===== config.mk =====
export PLATFORM = sky130hd
export DESIGN_NAME = id_ex_ctrl_stage_flat
export DESIGN_NICKNAME = d
export VERILOG_FILES = /design/src/rtl/id_ex_ctrl_stage_pkg.sv /design/src/rtl/id_ex_ctrl_stage_if.sv /design/src/rtl/id_ex_ctrl_stage_main_decoder.sv /design/src/rtl/id_ex_ctrl_stage.sv /design/src/flat_wrapper.sv
export SDC_FILE = /design/constraint.sdc
export NUM_CORES = 1
export LEC_CHECK = 0
export BUFFER_PORTS_ARGS = -buffer_cell sky130_fd_sc_hd__buf_2
export CELL_PAD_IN_SITES_DETAIL_PLACEMENT = 0
export CELL_PAD_IN_SITES_GLOBAL_PLACEMENT = 1
export CORE_MARGIN = 1
export CORE_UTILIZATION = 37
export CTS_CLUSTER_SIZE = 30
export DETAILED_ROUTE_END_ITERATION = 8
export GPL_ROUTABILITY_DRIVEN = 0
export PLACE_DENSITY_LB_ADDON = 0.1
export SLEW_MARGIN = 20
export SYNTH_ARGS = -nofsm -noshare
export SYNTH_HDL_FRONTEND = slang
export SYNTH_SLANG_ARGS = --single-unit

===== constraint.sdc =====
create_clock -name clk -period 3 [get_ports clk]
set_clock_uncertainty 0.15 [all_clocks]
set_input_delay 0.15 -clock clk [delete_from_list [all_inputs] [get_ports clk]]
set_output_delay 0.15 -clock clk [all_outputs]
set_load 0.03 [all_outputs]

===== src/rtl/id_ex_ctrl_stage_pkg.sv =====
// Shared definitions for the ID/EX control stage.
//   OP_*        : RV32I opcodes handled by the main decoder
//   alu_op_e    : ALUOp encoding consumed by the EX-stage ALU control decoder
//   ctrl_t      : main-control word carried through ID/EX
//   BUBBLE_CTRL : control word of an inserted bubble (no side effects)
package riscv_ctrl_pkg;

  localparam logic [6:0] OP_R      = 7'b0110011;
  localparam logic [6:0] OP_LOAD   = 7'b0000011;
  localparam logic [6:0] OP_STORE  = 7'b0100011;
  localparam logic [6:0] OP_BRANCH = 7'b1100011;

  typedef enum logic [1:0] {
    ALUOP_MEM    = 2'b00,
    ALUOP_BRANCH = 2'b01,
    ALUOP_RTYPE  = 2'b10
  } alu_op_e;

  typedef struct packed {
    logic    reg_write;
    logic    mem_read;
    logic    mem_write;
    logic    branch;
    logic    alu_src;
    logic    mem_to_reg;
    alu_op_e alu_op;
  } ctrl_t;

  localparam ctrl_t BUBBLE_CTRL = '{
    reg_write:  1'b0,
    mem_read:   1'b0,
    mem_write:  1'b0,
    branch:     1'b0,
    alu_src:    1'b0,
    mem_to_reg: 1'b0,
    alu_op:     ALUOP_MEM
  };

endpackage


===== src/rtl/id_ex_ctrl_stage_if.sv =====
// ID/EX control-stage bus.
//   ID side  : id_valid, id_instr, flush, stall_in
//   EX side  : ex_valid, ex_alu_op, ex_funct7_bit_6, ex_funct3, ex_rs1/rs2/rd,
//              main-control bits, ex_imm
//   status   : hazard_stall (combinational), illegal_instr (registered)
// master = pipeline driving ID, slave = the control stage.
interface id_ex_ctrl_stage_if #(
  parameter int unsigned XLEN       = 32,
  parameter int unsigned REG_ADDR_W = 5
);
  logic                  id_valid;
  logic [31:0]           id_instr;
  logic                  flush;
  logic                  stall_in;

  logic                  ex_valid;
  logic [1:0]            ex_alu_op;
  logic                  ex_funct7_bit_6;
  logic [2:0]            ex_funct3;
  logic [REG_ADDR_W-1:0] ex_rs1;
  logic [REG_ADDR_W-1:0] ex_rs2;
  logic [REG_ADDR_W-1:0] ex_rd;
  logic                  ex_reg_write;
  logic                  ex_mem_read;
  logic                  ex_mem_write;
  logic                  ex_branch;
  logic                  ex_alu_src;
  logic                  ex_mem_to_reg;
  logic [XLEN-1:0]       ex_imm;
  logic                  hazard_stall;
  logic                  illegal_instr;

  modport master (
    output id_valid, id_instr, flush, stall_in,
    input  ex_valid, ex_alu_op, ex_funct7_bit_6, ex_funct3, ex_rs1, ex_rs2, ex_rd,
           ex_reg_write, ex_mem_read, ex_mem_write, ex_branch, ex_alu_src,
           ex_mem_to_reg, ex_imm, hazard_stall, illegal_instr
  );

  modport slave (
    input  id_valid, id_instr, flush, stall_in,
    output ex_valid, ex_alu_op, ex_funct7_bit_6, ex_funct3, ex_rs1, ex_rs2, ex_rd,
           ex_reg_write, ex_mem_read, ex_mem_write, ex_branch, ex_alu_src,
           ex_mem_to_reg, ex_imm, hazard_stall, illegal_instr
  );

endinterface


===== src/rtl/id_ex_ctrl_stage_main_decoder.sv =====
// Combinational main decoder for the ID instruction.
//   instr        : 32-bit instruction in ID
//   ctrl         : main-control word (six control bits + ALUOp)
//   imm          : sign-extended immediate (0 for R-type / unsupported)
//   uses_rs1/2   : source registers actually read (hazard qualification)
//   illegal      : opcode not supported
//   rs1/rs2/rd, funct3, funct7_bit_6 : raw instruction fields
import riscv_ctrl_pkg::*;

module id_main_decoder #(
  parameter int unsigned XLEN       = 32,
  parameter int unsigned REG_ADDR_W = 5
) (
  input  logic [31:0]           instr,
  output ctrl_t                 ctrl,
  output logic [XLEN-1:0]       imm,
  output logic                  uses_rs1,
  output logic                  uses_rs2,
  output logic                  illegal,
  output logic [REG_ADDR_W-1:0] rs1,
  output logic [REG_ADDR_W-1:0] rs2,
  output logic [REG_ADDR_W-1:0] rd,
  output logic [2:0]            funct3,
  output logic                  funct7_bit_6
);

  assign rs1          = REG_ADDR_W'(instr[19:15]);
  assign rs2          = REG_ADDR_W'(instr[24:20]);
  assign rd           = REG_ADDR_W'(instr[11:7]);
  assign funct3       = instr[14:12];
  assign funct7_bit_6 = instr[30];

  always_comb begin
    ctrl     = BUBBLE_CTRL;
    imm      = '0;
    uses_rs1 = 1'b0;
    uses_rs2 = 1'b0;
    illegal  = 1'b0;
    case (instr[6:0])
      OP_R: begin
        ctrl.reg_write = 1'b1;
        ctrl.alu_op    = ALUOP_RTYPE;
        uses_rs1       = 1'b1;
        uses_rs2       = 1'b1;
      end
      OP_LOAD: begin
        ctrl.reg_write  = 1'b1;
        ctrl.mem_read   = 1'b1;
        ctrl.alu_src    = 1'b1;
        ctrl.mem_to_reg = 1'b1;
        uses_rs1        = 1'b1;
        imm             = {{(XLEN-12){instr[31]}}, instr[31:20]};
      end
      OP_STORE: begin
        ctrl.mem_write = 1'b1;
        ctrl.alu_src   = 1'b1;
        uses_rs1       = 1'b1;
        uses_rs2       = 1'b1;
        imm            = {{(XLEN-12){instr[31]}}, instr[31:25], instr[11:7]};
      end
      OP_BRANCH: begin
        ctrl.branch = 1'b1;
        ctrl.alu_op = ALUOP_BRANCH;
        uses_rs1    = 1'b1;
        uses_rs2    = 1'b1;
        imm         = {{(XLEN-12){instr[31]}}, instr[7], instr[30:25], instr[11:8], 1'b0};
      end
      default: illegal = 1'b1;
    endcase
  end

endmodule


===== src/rtl/id_ex_ctrl_stage.sv =====
// ID/EX pipeline register for the control word, with load-use hazard
// detection and bubble insertion.
//   clk, rst : rising-edge clock, asynchronous active-high reset
//   bus      : id_ex_ctrl_stage_if.slave (ID inputs, EX outputs, hazard_stall,
//              illegal_instr)
import riscv_ctrl_pkg::*;

module id_ex_ctrl_stage #(
  parameter int unsigned XLEN       = 32,
  parameter int unsigned REG_ADDR_W = 5
) (
  input logic                clk,
  input logic                rst,
  id_ex_ctrl_stage_if.slave  bus
);

  ctrl_t                 dec_ctrl;
  logic [XLEN-1:0]       dec_imm;
  logic                  dec_uses_rs1;
  logic                  dec_uses_rs2;
  logic                  dec_illegal;
  logic [REG_ADDR_W-1:0] dec_rs1;
  logic [REG_ADDR_W-1:0] dec_rs2;
  logic [REG_ADDR_W-1:0] dec_rd;
  logic [2:0]            dec_funct3;
  logic                  dec_funct7_bit_6;

  id_main_decoder #(
    .XLEN       (XLEN),
    .REG_ADDR_W (REG_ADDR_W)
  ) u_dec (
    .instr        (bus.id_instr),
    .ctrl         (dec_ctrl),
    .imm          (dec_imm),
    .uses_rs1     (dec_uses_rs1),
    .uses_rs2     (dec_uses_rs2),
    .illegal      (dec_illegal),
    .rs1          (dec_rs1),
    .rs2          (dec_rs2),
    .rd           (dec_rd),
    .funct3       (dec_funct3),
    .funct7_bit_6 (dec_funct7_bit_6)
  );

  logic                  ex_valid_q;
  ctrl_t                 ex_ctrl_q;
  logic                  ex_funct7_q;
  logic [2:0]            ex_funct3_q;
  logic [REG_ADDR_W-1:0] ex_rs1_q;
  logic [REG_ADDR_W-1:0] ex_rs2_q;
  logic [REG_ADDR_W-1:0] ex_rd_q;
  logic [XLEN-1:0]       ex_imm_q;
  logic                  illegal_q;

  logic hazard;
  logic load_bubble;
  logic update;

  // Load in EX whose destination is read by the instruction in ID.
  always_comb begin
    hazard = ex_valid_q && ex_ctrl_q.mem_read && (ex_rd_q != '0) && bus.id_valid &&
             ((dec_uses_rs1 && (ex_rd_q == dec_rs1)) ||
              (dec_uses_rs2 && (ex_rd_q == dec_rs2)));
  end

  // Priority flush > stall_in > hazard > capture folded into two terms:
  // the register updates unless stalled (flush overrides the stall), and the
  // update is a bubble on flush, hazard or an empty ID slot.
  assign update      = bus.flush || !bus.stall_in;
  assign load_bubble = bus.flush || hazard || !bus.id_valid;

  always_ff @(posedge clk or posedge rst) begin
    if (rst) begin
      ex_valid_q  <= 1'b0;
      ex_ctrl_q   <= BUBBLE_CTRL;
      ex_funct7_q <= 1'b0;
      ex_funct3_q <= '0;
      ex_rs1_q    <= '0;
      ex_rs2_q    <= '0;
      ex_rd_q     <= '0;
      ex_imm_q    <= '0;
      illegal_q   <= 1'b0;
    end else if (update) begin
      if (load_bubble) begin
        ex_valid_q  <= 1'b0;
        ex_ctrl_q   <= BUBBLE_CTRL;
        ex_funct7_q <= 1'b0;
        ex_funct3_q <= '0;
        ex_rs1_q    <= '0;
        ex_rs2_q    <= '0;
        ex_rd_q     <= '0;
        ex_imm_q    <= '0;
        illegal_q   <= 1'b0;
      end else begin
        ex_valid_q  <= 1'b1;
        ex_ctrl_q   <= dec_ctrl;
        ex_funct7_q <= dec_funct7_bit_6;
        ex_funct3_q <= dec_funct3;
        ex_rs1_q    <= dec_rs1;
        ex_rs2_q    <= dec_rs2;
        ex_rd_q     <= dec_rd;
        ex_imm_q    <= dec_imm;
        illegal_q   <= dec_illegal;
      end
    end
  end

  assign bus.ex_valid        = ex_valid_q;
  assign bus.ex_alu_op       = ex_ctrl_q.alu_op;
  assign bus.ex_funct7_bit_6 = ex_funct7_q;
  assign bus.ex_funct3       = ex_funct3_q;
  assign bus.ex_rs1          = ex_rs1_q;
  assign bus.ex_rs2          = ex_rs2_q;
  assign bus.ex_rd           = ex_rd_q;
  assign bus.ex_reg_write    = ex_ctrl_q.reg_write;
  assign bus.ex_mem_read     = ex_ctrl_q.mem_read;
  assign bus.ex_mem_write    = ex_ctrl_q.mem_write;
  assign bus.ex_branch       = ex_ctrl_q.branch;
  assign bus.ex_alu_src      = ex_ctrl_q.alu_src;
  assign bus.ex_mem_to_reg   = ex_ctrl_q.mem_to_reg;
  assign bus.ex_imm          = ex_imm_q;
  assign bus.illegal_instr   = illegal_q;
  assign bus.hazard_stall    = !rst && hazard && !bus.flush;

endmodule


===== src/flat_wrapper.sv =====
// flat-port wrapper written by rule: the top's interface ports become plain ports
module id_ex_ctrl_stage_flat 
#(
  parameter int unsigned XLEN       = 32,
  parameter int unsigned REG_ADDR_W = 5
)
  (clk, rst, bus_id_valid, bus_id_instr, bus_flush, bus_stall_in, bus_ex_valid, bus_ex_alu_op, bus_ex_funct7_bit_6, bus_ex_funct3, bus_ex_rs1, bus_ex_rs2, bus_ex_rd, bus_ex_reg_write, bus_ex_mem_read, bus_ex_mem_write, bus_ex_branch, bus_ex_alu_src, bus_ex_mem_to_reg, bus_ex_imm, bus_hazard_stall, bus_illegal_instr);
  id_ex_ctrl_stage_if #(.XLEN(XLEN), .REG_ADDR_W(REG_ADDR_W)) bus_i ();
  input logic clk;
  input logic rst;
  input wire logic [$bits(bus_i.id_valid)-1:0] bus_id_valid;
  input wire logic [$bits(bus_i.id_instr)-1:0] bus_id_instr;
  input wire logic [$bits(bus_i.flush)-1:0] bus_flush;
  input wire logic [$bits(bus_i.stall_in)-1:0] bus_stall_in;
  output wire logic [$bits(bus_i.ex_valid)-1:0] bus_ex_valid;
  output wire logic [$bits(bus_i.ex_alu_op)-1:0] bus_ex_alu_op;
  output wire logic [$bits(bus_i.ex_funct7_bit_6)-1:0] bus_ex_funct7_bit_6;
  output wire logic [$bits(bus_i.ex_funct3)-1:0] bus_ex_funct3;
  output wire logic [$bits(bus_i.ex_rs1)-1:0] bus_ex_rs1;
  output wire logic [$bits(bus_i.ex_rs2)-1:0] bus_ex_rs2;
  output wire logic [$bits(bus_i.ex_rd)-1:0] bus_ex_rd;
  output wire logic [$bits(bus_i.ex_reg_write)-1:0] bus_ex_reg_write;
  output wire logic [$bits(bus_i.ex_mem_read)-1:0] bus_ex_mem_read;
  output wire logic [$bits(bus_i.ex_mem_write)-1:0] bus_ex_mem_write;
  output wire logic [$bits(bus_i.ex_branch)-1:0] bus_ex_branch;
  output wire logic [$bits(bus_i.ex_alu_src)-1:0] bus_ex_alu_src;
  output wire logic [$bits(bus_i.ex_mem_to_reg)-1:0] bus_ex_mem_to_reg;
  output wire logic [$bits(bus_i.ex_imm)-1:0] bus_ex_imm;
  output wire logic [$bits(bus_i.hazard_stall)-1:0] bus_hazard_stall;
  output wire logic [$bits(bus_i.illegal_instr)-1:0] bus_illegal_instr;
  assign bus_i.id_valid = bus_id_valid;
  assign bus_i.id_instr = bus_id_instr;
  assign bus_i.flush = bus_flush;
  assign bus_i.stall_in = bus_stall_in;
  assign bus_ex_valid = bus_i.ex_valid;
  assign bus_ex_alu_op = bus_i.ex_alu_op;
  assign bus_ex_funct7_bit_6 = bus_i.ex_funct7_bit_6;
  assign bus_ex_funct3 = bus_i.ex_funct3;
  assign bus_ex_rs1 = bus_i.ex_rs1;
  assign bus_ex_rs2 = bus_i.ex_rs2;
  assign bus_ex_rd = bus_i.ex_rd;
  assign bus_ex_reg_write = bus_i.ex_reg_write;
  assign bus_ex_mem_read = bus_i.ex_mem_read;
  assign bus_ex_mem_write = bus_i.ex_mem_write;
  assign bus_ex_branch = bus_i.ex_branch;
  assign bus_ex_alu_src = bus_i.ex_alu_src;
  assign bus_ex_mem_to_reg = bus_i.ex_mem_to_reg;
  assign bus_ex_imm = bus_i.ex_imm;
  assign bus_hazard_stall = bus_i.hazard_stall;
  assign bus_illegal_instr = bus_i.illegal_instr;
  id_ex_ctrl_stage #(.XLEN(XLEN), .REG_ADDR_W(REG_ADDR_W)) u_core (.clk(clk), .rst(rst), .bus(bus_i));
endmodule

# [Word-level counts from Yosys, hierarchy flattened]
# Cells that the tools add are included.
[op_classes] muxes=19 reduce_logical=21 n_eq_ne=6
[ops] op="32-bit case mux with 3 select lines" n=1
[ops] op="32-bit 2-to-1 mux" n=1
[ops] op="5-bit 2-to-1 mux" n=3
[ops] op="7-bit by 6-bit equality test with 1-bit output, second input constant" n=2
[ops] op="1-bit 2-to-1 mux" n=11
[ops] op="5-bit equality test" n=2
[ops] op="1-bit logical AND" n=8
[ops] op="8-bit 2-to-1 mux" n=1
[ops] op="7-bit by 2-bit equality test with 1-bit output, second input constant" n=1
[ops] op="7-bit equality test, second input constant" n=1
[ops] op="5-bit nonzero test" n=1
[ops] op="1-bit logical NOT" n=4
[ops] op="1-bit logical OR" n=4
[ops] op="2-bit case mux with 2 select lines" n=1
[ops] op="2-bit OR reduction" n=2
[ops] op="4-bit OR reduction" n=1
[ops] op="3-bit 2-to-1 mux" n=1
[ops] op="3-bit OR reduction" n=1
[word_totals] wordCells=61 input_bits=37 output_inout_bits=62 reg_bits=61

# [Longest topological paths before layout]
# Gate-level depths: netlist of run 1.
[logic_depth] depth_word=9 ltp_mapped=7 ltp_nobuf=5

# [Hierarchy]
# A second synthesis of run 1 with hierarchy kept.
[hier_totals] hier_cells=378 hier_area_um2=3519.6
[by_module_without_submodules] module="id_ex_ctrl_stage" cells_per_inst=297 area_each_um2=2937.8 n_inst=1 seq_area_each_um2=1526.5
[by_module_without_submodules] module="id_main_decoder" cells_per_inst=81 area_each_um2=581.8 n_inst=1 seq_area_each_um2=0.0

# [Worst setup path after synthesis of run 1]
# Ideal clock, no wire load.
[synth_path] path_type="register -> output" startpoint="reg u_core.ex_rd_q[2] (netlist: u_core.bus.ex_rd[2])" endpoint="out bus_hazard_stall" required_ps=2700 path_buffers=0 arrival_ps=2300 path_slack_ps=400 path_stages_with_launch=5 cell_sequence="dfrtp_1 or4_4 o2111ai_2 or4b_1 a211oi_1"
[synth_between] elab_chain_cells=6 word_cells_on_any_way=11 classes_between="2 x eq/ne; 9 x reduce/logical"
[synth_rtl] element="from (decl)" line="id_ex_ctrl_stage.sv:51" text="logic [REG_ADDR_W-1:0] ex_rd_q;"
[synth_rtl] element="from (signal assigned)" line="id_ex_ctrl_stage.sv:101" text="ex_rd_q <= dec_rd;"
[synth_rtl] element="5-bit equality test, or another cell as far along" line="id_ex_ctrl_stage.sv:62" text="((dec_uses_rs1 && (ex_rd_q == dec_rs1)) ||"
[synth_rtl] element="1-bit logical AND (on tied branches)" line="id_ex_ctrl_stage.sv:62, id_ex_ctrl_stage.sv:61, id_ex_ctrl_stage.sv:63"
[synth_rtl] element="1-bit logical OR or 1-bit logical AND (tied branches)" line="id_ex_ctrl_stage.sv:62, id_ex_ctrl_stage.sv:61"
[synth_rtl] element="1-bit logical AND (*)" line="id_ex_ctrl_stage.sv:61" text="hazard = ex_valid_q && ex_ctrl_q.mem_read && (ex_rd_q != '0) && bus.id_valid &&"
[synth_rtl] element="1-bit logical AND (*) (2 in series)" line="id_ex_ctrl_stage.sv:123" text="assign bus.hazard_stall = !rst && hazard && !bus.flush;"
[synth_rtl] element="to (decl)" line="flat_wrapper.sv:29" text="output wire logic [$bits(bus_i.hazard_stall)-1:0] bus_hazard_stall;"
# Every way passes the cells marked *; elsewhere a longest branch is shown, timed or not.

# [Worst setup path after layout of run 1]
[layout_path] startpoint="reg u_core.ex_rd_q[4] (netlist: u_core.bus.ex_rd[4])" endpoint="out bus_hazard_stall"
# Same word-level chain as after synthesis.

==> results of run 1 <==
## power by group
group / internal [mW] / leakage [nW] / switching [mW]
combinational: 0.0755 / 0.844 / 0.100
sequential: 0.564 / 0.565 / 0.00963
clock: 0.161 / 0.0450 / 0.193
total: 0.801 / 1.45 / 0.303
## placed cells by master (no fill, tap or decap), drive strengths merged, types with 2 or more instances in the layout
cell type and n:
buf 103, dfrtp 41, dlygate4sd3 22, a32o 20, a22o 14, nand2 12, xnor2 10, inv 8
nor3 7, o21ai 7, clkbuf 6, nor4 5, a22oi 4, nand4 4, nor2 3, clkinv 3
nand3 2, nand2b 2, a211oi 2, or4 2, nor2b 2, or2 2
## worst reg2reg max path: stages (launching register included)
cell	delay (ns)
sky130_fd_sc_hd__dfrtp_1	0.43
sky130_fd_sc_hd__or4_4	0.56
sky130_fd_sc_hd__o2111ai_2	0.26
sky130_fd_sc_hd__nor4b_2	0.11
sky130_fd_sc_hd__nor2_4	0.35
sky130_fd_sc_hd__buf_12	0.21
sky130_fd_sc_hd__a32o_1	0.18
## cell families after synthesis
kind of cell	count (synthesis)	synth area share, %
compound gates	50	20.32
xor+xnor	11	4.548
buf+inv	43	12.40
flops	41	48.43
mux	1	0.4726
simple gates	47	13.82
## cell type report
cell class / count / area, um^2 / share of cell area (%)
flip-flops and latches: 41 / 1026 / 36.25
multi-input cells: 109 / 837.1 / 29.58
repair buffers: 125 / 760.7 / 26.88
well taps: 72 / 90.09 / 3.183
clock buffers: 6 / 72.57 / 2.564
inverters: 9 / 33.78 / 1.194
clock inverters: 2 / 10.01 / 0.3537
## per-layer routing
layer	GRT usage [%]	vias to the layer above	part of all wire, %
li1	-	895	-
met1	25.86	881	45
met2	29.38	90	46
met3	4.941	11	6.8
met4	6.981	0	2.3
met5	0	-	0
## through the flow
step                instance area [um^2]  hold slack [ns]  setup WS (ns)  power (mW)  instances
detailed placement                  2527          0.08857         0.7120      0.7402        334
CTS                                 2830         0.002548         0.5241       1.119        364
floorplan                           2118           0.1320         0.4000      0.6757        193
global route                        2830         0.003986         0.3826       1.161        364
global placement                    2527          0.08864         0.7228      0.7408        334
finish                              2830         0.003079         0.5396       1.103        364
## what timing repair did
| action | 4_1_cts | 5_1_grt |
|---|---|---|
| setup buffers | 0 | 0 |
| hold buffers | 22 | 0 |
| hold endpoints to repair | 41 | 0 |
## path summary, 6_finish.rpt
check                                                  from                                endpoint  cells after the start
setup / recovery            u_core.bus.ex_rd[4]$_DFFE_PP0P_                        bus_hazard_stall                      5
hold / removal                             bus_id_instr[23]        u_core.bus.ex_rs2[3]$_DFFE_PP0P_                      2
setup reg to reg            u_core.bus.ex_rd[2]$_DFFE_PP0P_  u_core.bus.ex_funct7_bit_6$_DFFE_PP0P_                      6
hold reg to reg            u_core.bus.ex_imm[6]$_DFFE_PP0P_        u_core.bus.ex_imm[6]$_DFFE_PP0P_                      2
max in group asynchronous                               rst         u_core.bus.ex_rd[1]$_DFFE_PP0P_                      4
min in group asynchronous                               rst       u_core.bus.ex_imm[30]$_DFFE_PP0P_                      3
==> results.md, run 1 <==
- Run status: completed
- Total of endpoints with negative setup slack in the final report: 0
- Final Cycle Share: between 80% and 90%
- Synthesis-to-finish area growth: 33.61%
- Clock Tree Root: sky130_fd_sc_hd__clkbuf_8
- Most area-hungry cell type in the Yosys netlist: sky130_fd_sc_hd__dfrtp_1
- Vias: about 1900
- Row count: 27
- Average cell area after synthesis: about 11 um^2
- Boundary Pins: 99
- Count of yosys warnings during synthesis: 0
- Async set-reset flop share out of synthesis: between 90% and 100%
- Drt wl/cell: between 15 and 20 um
- Total clock sinks: slightly above 40
- IO buf count: about 100
- Family with the most delay on the worst path: simple AND/OR/NAND/NOR gates
- H-tree depth: 2
- Main area contributors after synthesis: sky130_fd_sc_hd__dfrtp_1, sky130_fd_sc_hd__a32o_1, sky130_fd_sc_hd__buf_4
- Setup crit start kind: register
- Ratio of cells with drive above 1 in the final layout: between 40% and 50%
- Inserted Clock Buffers: 5
- Total nets after synthesis: 230
- Grt total ovfl: 0
- Area of the die: between 6000 and 7000 um^2
- Flip-flop and latch count after synthesis: 41
- Starting Density: between 30 and 40%
- Crit path buffers/inverters: 1
- Endpoint class of the critical path: output port
- Routed Wire Length: roughly 5.5 mm
- Detailed-routing iteration count for the pre-antenna-repair pass: 4
- Reg-to-reg setup timing slack: slightly below 0.7 ns
- Static Leak: 1.454 nW
- Areal power density over the cells: just under 400 nW/um^2
- Flip-flop count of the largest register after layout: 13
- Fmax: 0.4064 GHz
- Antenna Violating Nets Remaining: 0
- Slew @ Worst Pin: between 0.7 and 0.8 ns
- WP data required: 2.70 ns
- Synth unique cells: 38
- Data arrival, critical path: between 2 and 2.5 ns
- Most instantiated library cell after synthesis: sky130_fd_sc_hd__dfrtp_1
- Max stage delay cell, worst path: sky130_fd_sc_hd__or4b_1
- CTS resizes: 0
- Total negative slack for setup checks: 0 ns
- Worst min-delay path class: primary input to register
- Crit path time final: between 2 and 2.5 ns
- Max clock buf depth: 2
- Number of antenna violations at the first check in global routing: 0
- Via-to-Cell Ratio: slightly above 5
- Clock tree from TritonCTS: done
- Top FF cell, synth: sky130_fd_sc_hd__dfrtp_1
- Area of the core: 5507 um^2
- Relative max-transition margin: 48.63%
- Number of slew-limit violations in the final report: 0
- Final hold violations: 0
- Fillers: around 520
- Total standard cell area after synthesis: roughly 2100 um^2
- Slowest cell delay on critical path: approximately 0.63 ns
- Sum of net half-perimeters after detailed placement: 3.882 mm
- Overall track demand over capacity in global routing: between 10% and 20%
- Critical Path, Cell by Cell: or4_4 > o2111ai_2 > or4b_1 > a211oi_1 > buf_2
- Number of DRC markers in iteration 0: 87
- Share of synthesized area occupied by flip-flops and latches: between 40% and 50%
- Chip width: a little under 80 um
- Number of nets in the layout: around 330
- Worst IR Drop VDD: roughly 0.29 mV
- Crit-path max FO: 5
- Top-area cell type share of the netlist area: 48.43%
- Type of the setup path with the least slack: register to output port
- First-pass GRT wire length: 8.901 mm
- Clock network latency to the later pin of the worst-skew pair: 0.29 ns
- Top cells by instance count after synthesis: sky130_fd_sc_hd__dfrtp_1, sky130_fd_sc_hd__buf_4, sky130_fd_sc_hd__a32o_1
- DRC violation count after routing: 0
- Count of flip-flops with a built-in enable after synthesis: 0
- Number of global-route vias before repair: about 1700
- Final antenna diode count: 0
- Synth Instances: 193
- Setup repair after global routing missed its margin: no
- Largest net degree at the start of global routing: 24
- Reported max-cap violation count: 0
- End-of-flow core utilization: 51.40%
- Clock-pin slew on the worst setup and hold paths: about 0.08 ns
- Chip Height: between 70 and 80 um
Power figures use the tool's default switching activity.
==> inputs of run 2 (changes only) <==
--- a/config.mk
+++ b/config.mk
@@ -9,7 +9,7 @@
 export CELL_PAD_IN_SITES_DETAIL_PLACEMENT = 0
 export CELL_PAD_IN_SITES_GLOBAL_PLACEMENT = 1
 export CORE_MARGIN = 1
-export CORE_UTILIZATION = 37
+export CORE_UTILIZATION = 34
 export CTS_CLUSTER_SIZE = 30
 export DETAILED_ROUTE_END_ITERATION = 8
 export GPL_ROUTABILITY_DRIVEN = 0
==> constraint.sdc (replaced) <==
create_clock -name clk -period 2.5 [get_ports clk]
set_clock_uncertainty 0.15 [all_clocks]
set_input_delay 0.125 -clock clk [delete_from_list [all_inputs] [get_ports clk]]
set_output_delay 0.125 -clock clk [all_outputs]
set_load 0.03 [all_outputs]
==> run 2 against run 1 <==
Net effect: largest cell class unchanged; sequential share of layout area decreased by 1.0 points; worst hold slack improved by 0.12 ns; combinational power increased by 24%; utilization decreased by 2.3 points; total power increased by 33%; non-clock buffer count increased by 6; wire length increased by 4.4%; design area increased by 3.2%; die area increased by 8.6%; via count increased by 2.2%; final cell count increased by 2.5%; sequential cell count unchanged.
==> results.md, run 2 (synthesized netlist as in run 1, its figures left out) <==
- Areal power density over the cells: 503.0 nW/um^2 (+29%)
- Overall track demand over capacity in global routing: 19.18% (+0.057 points)
- Slowest cell delay on critical path: 0.55 ns (-0.08 ns)
- IO buf count: 98 (unchanged)
- Fillers: 586 (+14%)
- Cell repeated most along the worst path: sky130_fd_sc_hd__buf_2
- Data arrival, critical path: 2.13 ns (-0.03 ns)
- Final hold violations: 0 (unchanged)
- Sum of net half-perimeters after detailed placement: 4.067 mm (+4.8%)
- Fmax: 0.4151 GHz
- Max clock buf depth: 2 (unchanged)
- Starting Density: 35.57% (-2.9 points)
- Relative max-transition margin: 42.76% (-5.9 points)
- Final Cycle Share: a little under 100%
- Number of DRC markers in iteration 0: 82 (-5.7%)
- Reported max-cap violation count: 0 (unchanged)
- Worst Hold Slack: 0.1211 ns (+0.1180 ns)
- Max stage delay cell, worst path: sky130_fd_sc_hd__or4_1
- First-pass GRT wire length: 9.384 mm (+5.4%)
- Total of endpoints with negative setup slack in the final report: 0 (unchanged)
- Post-CTS repair timing setup buffer count: 0 (unchanged)
- Inserted Clock Buffers: 5 (unchanged)
- Via-to-Cell Ratio: 5.142 (-0.28%)
- Crit path time final: around 2.4 ns
- Reg-to-reg setup timing slack: 0.33 ns (-0.36 ns)
- Hold path depth: 4 (+2)
- Clock network latency to the later pin of the worst-skew pair: 0.29 ns (about the same)
- Most frequent standard cell in the layout excluding fill and tap cells: sky130_fd_sc_hd__buf_2
- Row count: 28 (+3.7%)
- Chip width: 80.93 um (+4.2%)
- Ratio of cells with drive above 1 in the final layout: 41.95% (+1.2 points)
- Total clock sinks: 41 (unchanged)
- Crit-path max FO: 3 (-2)
- Endpoint class of the critical path: output port
- Register Area: 1028 um^2 (+0.24%)
- Clock Tree Root: sky130_fd_sc_hd__clkbuf_8
- Final antenna diode count: 0 (unchanged)
- Boundary Pins: 99 (unchanged)
- Number of nets in the layout: 334 (+1.8%)
- Static Leak: 1.490 nW (+2.5%)
- Antenna Violating Nets Remaining: 0 (unchanged)
- WP data required: 2.23 ns (-0.47 ns)
- Flip-flop count of the largest register after layout: 13 (unchanged)
- Number of slew-limit violations in the final report: 0 (unchanged)
- Run status: completed
- Detailed-routing iteration count for the pre-antenna-repair pass: 4 (unchanged)
- Number of global-route vias before repair: 1859 (+7.5%)
- Synthesis-to-finish area growth: 37.92%
- Critical Path, Cell by Cell: dlygate4sd3_1 > buf_2 > xnor2_1 > nand4_1 > or4_1 > a211oi_2 > buf_2
- Crit path buffers/inverters: 3 (+2)
- Number of cells on the critical path: 7 (+2)
- Setup crit start kind: primary input
- DRC violation count after routing: 0 (unchanged)
- Leading cell types in the layout, fill and taps excluded: sky130_fd_sc_hd__buf_2, sky130_fd_sc_hd__dfrtp_1, sky130_fd_sc_hd__dlygate4sd3_1
- Slew @ Worst Pin: 0.8576 ns (+0.09175 ns)
- Number of antenna violations at the first check in global routing: 0 (unchanged)
- Vias: 1918 (+2.2%)
- R2R cell count: 6 (unchanged)
- H-tree depth: 2 (unchanged)
- Type of the setup path with the least slack: primary input to output port
- Worst IR Drop VDD: 0.2401 mV (-18%)
- Drt wl/cell: 15.37 um (+1.9%)
- Clock-pin slew on the worst setup and hold paths: 0.08 ns (about the same)
- Area of the die: 6550 um^2 (+8.6%)
- Chip Height: 80.93 um (+4.2%)
- Clock tree from TritonCTS: done
- Largest net degree at the start of global routing: 27 (+13%)
- Worst min-delay path class: primary input to register
- Area of the core: 5956 um^2 (+8.2%)
- Multi-input logic area: 845.8 um^2 (+1.0%)
- Routed Wire Length: 5.734 mm (+4.4%)
- Grt total ovfl: 0 (unchanged)
- Setup repair after global routing missed its margin: no
- Total negative slack for setup checks: 0 ns (unchanged)
- Family with the most delay on the worst path: buffers and inverters
run 2: changes by cell type in the layout (fill, tap and decap cells not counted), sizes merged:
cell         delta
buf             +2
bufinv          +1
clkbuf          +1
clkinv          -3
dlygate4sd3     +4
inv             +1
run 2: final timing paths:
kind	endpoint	startpoint
setup / recovery	bus_hazard_stall	bus_id_instr[23]
hold / removal	u_core.bus.ex_imm[9]$_DFFE_PP0P_	bus_stall_in
setup reg to reg	u_core.bus.ex_rs2[1]$_DFFE_PP0P_	u_core.bus.ex_rd[2]$_DFFE_PP0P_
hold reg to reg	u_core.bus.ex_imm[5]$_DFFE_PP0P_	u_core.bus.ex_imm[5]$_DFFE_PP0P_
max in group asynchronous	u_core.bus.ex_rd[4]$_DFFE_PP0P_	rst
min in group asynchronous	u_core.bus.ex_imm[7]$_DFFE_PP0P_	rst
run 2: power by group:
| group | switching, mW | internal, mW |
|---|---|---|
| Combinational | 0.122 | 0.0958 |
| Clock | 0.236 | 0.326 |
| Sequential | 0.0121 | 0.677 |
run 2: cell type report:
class,count,area share [%]
clock inverters,1,1.028
multi-input cells,109,28.95
flip-flops and latches,41,35.20
clock buffers,7,2.955
well taps,75,3.212
inverters,9,1.156
repair buffers,131,27.49
run 2: per-layer routing:
metal  routed length [um]  GRT usage, %  vias to the layer above  part of all wire (%)
li1                     -             -                      908                     -
met1                 2538         26.32                      932                    44
met2                 2747         29.50                       76                    48
met3                  421         5.618                        2                   7.3
met4                   26         4.821                        0                  0.45
met5                    0             0                        -                     0
run 2: what timing repair did:
action / CTS / global route
hold buffers: 26 / 0
resized for setup: 0 / 3
hold endpoints to repair: 45 / 0
endpoints found under the setup margin: 0 / 1
run 2: worst min-delay path: stages:
cell                      delay, ns
sky130_fd_sc_hd__buf_2         0.10
sky130_fd_sc_hd__nor3b_2       0.06
sky130_fd_sc_hd__nand4_2       0.16
sky130_fd_sc_hd__o21ai_1       0.07
run 2: metrics by stage:
| step | setup WS [ns] | std cells | cell area (um^2) | power (mW) | util, % |
|---|---|---|---|---|---|
| 3_3_place_gp | 0.2785 | 339 | 2539 | 0.8909 | 42.63 |
| 5_1_grt | 0.001701 | 373 | 2922 | 1.536 | 49.05 |
| 4_1_cts | 0.05698 | 373 | 2915 | 1.484 | 48.95 |
| 3_5_place_dp | 0.2826 | 339 | 2539 | 0.8901 | 42.63 |
| 2_1_floorplan | 0.1945 | 193 | 2123 | 0.8109 | - |
| 6_report | 0.09067 | 373 | 2922 | 1.469 | 49.05 |
==> inputs of run 3 (changes only) <==
--- a/config.mk
+++ b/config.mk
@@ -10,11 +10,13 @@
 export CELL_PAD_IN_SITES_GLOBAL_PLACEMENT = 1
 export CORE_MARGIN = 1
 export CORE_UTILIZATION = 34
-export CTS_CLUSTER_SIZE = 30
+export CTS_CLUSTER_SIZE = 10
 export DETAILED_ROUTE_END_ITERATION = 8
 export GPL_ROUTABILITY_DRIVEN = 0
 export PLACE_DENSITY_LB_ADDON = 0.1
+export SETUP_SLACK_MARGIN = 0.5
 export SLEW_MARGIN = 20
 export SYNTH_ARGS = -nofsm -noshare
 export SYNTH_HDL_FRONTEND = slang
 export SYNTH_SLANG_ARGS = --single-unit
+export TNS_END_PERCENT = 30
==> run 3 against run 2 <==
Net effect: design area up 8.1%; worst hold slack worse by 0.099 ns; count of clock-buffer cells in the layout up 1; sequential cell count unchanged; utilization up 3.9 points; global-route usage down 0.088 points; total power down 7.1%; clock power down 22%; final cell count up 2.9%; critical path type is now register to output port; largest cell class unchanged; highest routed layer unchanged.
==> results.md, run 3 (synthesized netlist as in run 1, its figures left out) <==
- Run status: completed
- Relative max-transition margin: 67.78% (+25 points)
- DRC violation count after routing: 0 (unchanged)
- Worst Hold Slack: 0.02248 ns (-0.09858 ns)
- Reg-to-reg setup timing slack: 0.27 ns (-0.06 ns)
- H-tree depth: 2 (unchanged)
- Max clock buf depth: 2 (unchanged)
- Areal power density over the cells: 432.7 nW/um^2 (-14%)
- Antenna Violating Nets Remaining: 0 (unchanged)
- R2r startpoint: u_core.bus.ex_rd[2]$_DFFE_PP0P_
- Number of DRC markers in iteration 0: 78 (-4.9%)
- Final Cycle Share: 90.38% (-6.0 points)
- Worst flop-to-flop path endpoint: u_core.bus.ex_rd[3]$_DFFE_PP0P_
- Sum of net half-perimeters after detailed placement: 4.011 mm (-1.4%)
- Fillers: 574 (-2.0%)
- Final antenna diode count: 0 (unchanged)
- Total of endpoints with negative setup slack in the final report: 0 (unchanged)
- Setup crit start kind: register
- Clock Tree Root: sky130_fd_sc_hd__clkbuf_8
- Area of the core: 5956 um^2 (unchanged)
- Fmax: 0.4426 GHz (+6.6%)
- Chip width: 80.93 um (unchanged)
- Clock network latency to the later pin of the worst-skew pair: 0.29 ns (about the same)
- Overall track demand over capacity in global routing: 19.09% (-0.088 points)
- Hold Crit Endpoint: u_core.bus.ex_rs2[3]$_DFFE_PP0P_
- Chip Height: 80.93 um (unchanged)
- Clock tree from TritonCTS: done
- Number of nets in the layout: 345 (+3.3%)
- Leading cell types in the layout, fill and taps excluded: sky130_fd_sc_hd__buf_2, sky130_fd_sc_hd__dfrtp_1, sky130_fd_sc_hd__dlygate4sd3_1
- Max stage delay cell, worst path: sky130_fd_sc_hd__or4b_4
- Routed Wire Length: 5.884 mm (+2.6%)
- Number of slew-limit violations in the final report: 0 (unchanged)
- Synthesis-to-finish area growth: 49.03%
- Endpoint class of the critical path: output port
- Worst min-delay path class: primary input to register
- Crit path time final: 2.259 ns (-0.1498 ns)
- Area of the die: 6550 um^2 (unchanged)
- Vias: 1981 (+3.3%)
- Static Leak: 1.606 nW (+7.8%)
- IO buf count: 98 (unchanged)
- Starting Density: 35.57% (unchanged)
- Final hold violations: 0 (unchanged)
- Crit path buffers/inverters: 1 (-2)
- Clock-pin slew on the worst setup and hold paths: 0.07 ns (about the same)
- WP data required: 2.23 ns (about the same)
- Row count: 28 (unchanged)
- Critical Path, Cell by Cell: or4_4 > o2111ai_4 > or4b_4 > a211oi_4 > buf_6
- Family with the most delay on the worst path: simple AND/OR/NAND/NOR gates
- Drt wl/cell: 15.32 um (-0.32%)
- Hold path startpoint: bus_id_instr[23]
- Crit-path max FO: 5 (+2)
- Detailed-routing iteration count for the pre-antenna-repair pass: 4 (unchanged)
- Total negative slack for setup checks: 0 ns (unchanged)
- Setup repair after global routing missed its margin: yes
- Boundary Pins: 99 (unchanged)
- Critical Path Source: u_core.bus.ex_rd[4]$_DFFE_PP0P_
- Inserted Clock Buffers: 5 (unchanged)
- Most frequent standard cell in the layout excluding fill and tap cells: sky130_fd_sc_hd__buf_2
- Largest net degree at the start of global routing: 42 (+56%)
- Hold path depth: 2 (-2)
- Type of the setup path with the least slack: register to output port
- Data arrival, critical path: 1.98 ns (-0.15 ns)
- Ratio of cells with drive above 1 in the final layout: 48.87% (+6.9 points)
- First-pass GRT wire length: 9.349 mm (-0.37%)
- Reported max-cap violation count: 0 (unchanged)
- Worst IR Drop VDD: 0.3027 mV (+26%)
- Slew @ Worst Pin: 0.4803 ns (-0.3773 ns)
- Total clock sinks: 41 (unchanged)
- R2R cell count: 8 (+2)
- End-of-flow core utilization: 53.00% (+3.9 points)
- Slowest cell delay on critical path: 0.57 ns (+0.02 ns)
- Flip-flop count of the largest register after layout: 13 (unchanged)
- Number of global-route vias before repair: 1900 (+2.2%)
- Grt total ovfl: 0 (unchanged)
- Via-to-Cell Ratio: 5.159 (+0.33%)
- Number of antenna violations at the first check in global routing: 0 (unchanged)
-- run 3: cell count changes in the layout (fill, tap and decap cells not counted), moves of 2 or more --
cell,delta
sky130_fd_sc_hd__buf_12,+3
sky130_fd_sc_hd__buf_4,+7
sky130_fd_sc_hd__buf_6,+2
sky130_fd_sc_hd__dfrtp_1,-5
sky130_fd_sc_hd__dfrtp_2,+5
sky130_fd_sc_hd__dlygate4sd3_1,-2
sky130_fd_sc_hd__xnor2_1,-7
sky130_fd_sc_hd__xnor2_2,+7
-- run 3: repair_timing --
| item | 4_1_cts | 5_1_grt |
|---|---|---|
| resized for setup | 7 | 10 |
| endpoints found under the hold margin | 36 | 0 |
| gates cloned | 1 | 1 |
| pin swaps | 7 | 16 |
| hold buffers | 24 | 0 |
| setup buffers | 4 | 9 |
| setup endpoints to repair | 31 | 41 |
-- run 3: power by group --
part	switching (mW)	total [mW]	internal [mW]
logic	0.131	0.237	0.107
clock network	0.213	0.438	0.225
registers	0.0133	0.691	0.677
-- run 3: metal layers --
| metal | track usage (%) | share of wire [%] | up-vias |
|---|---|---|---|
| met2 | 32.69 | 49 | 88 |
| li1 | - | - | 929 |
| met1 | 23.55 | 43 | 954 |
| met5 | 0 | 0 | - |
| met4 | 6.786 | 2.2 | 0 |
| met3 | 4.157 | 6.0 | 10 |
-- run 3: worst register-to-register path, cell delays in order (launching register included) --
cell and delay [ns]:
sky130_fd_sc_hd__dfrtp_2 0.44, sky130_fd_sc_hd__or4_4 0.57, sky130_fd_sc_hd__o2111ai_4 0.24, sky130_fd_sc_hd__buf_6 0.14, sky130_fd_sc_hd__nor4_4 0.04, sky130_fd_sc_hd__nor2_4 0.16
sky130_fd_sc_hd__buf_4 0.14, sky130_fd_sc_hd__buf_12 0.13, sky130_fd_sc_hd__a32o_1 0.16
-- run 3: final cells by class --
cell class / count / area (um^2) / share of cell area (%)
inverter: 9 / 33.78 / 1.070
tap: 75 / 93.84 / 2.973
timing repair buffer: 142 / 965.9 / 30.60
multi-input combinational: 109 / 938.4 / 29.73
sequential: 41 / 1035 / 32.78
clock buffer: 8 / 90.09 / 2.854
-- run 3: worst max path at each step --
stage	end	slack (ns)	cells after the start
3_3_place_gp	bus_hazard_stall	0.29	6
5_1_grt	bus_hazard_stall	0.16	5
4_1_cts	bus_hazard_stall	0.19	5
2_1_floorplan	u_core.bus.ex_rd[1]$_DFFE_PP0P_	0.43	6
6_report	bus_hazard_stall	0.24	5
3_5_place_dp	bus_hazard_stall	0.31	6
-- run 3: stage by stage --
stage	cells	setup WS [ns]	area, um^2	total power [mW]
5_1_grt	384	0.1589	3157	1.432
3_3_place_gp	337	0.2886	2560	0.8925
4_1_cts	374	0.1929	2995	1.366
3_5_place_dp	337	0.3105	2560	0.8922
6_report	384	0.2405	3157	1.366
2_1_floorplan	193	0.4350	2155	0.8132
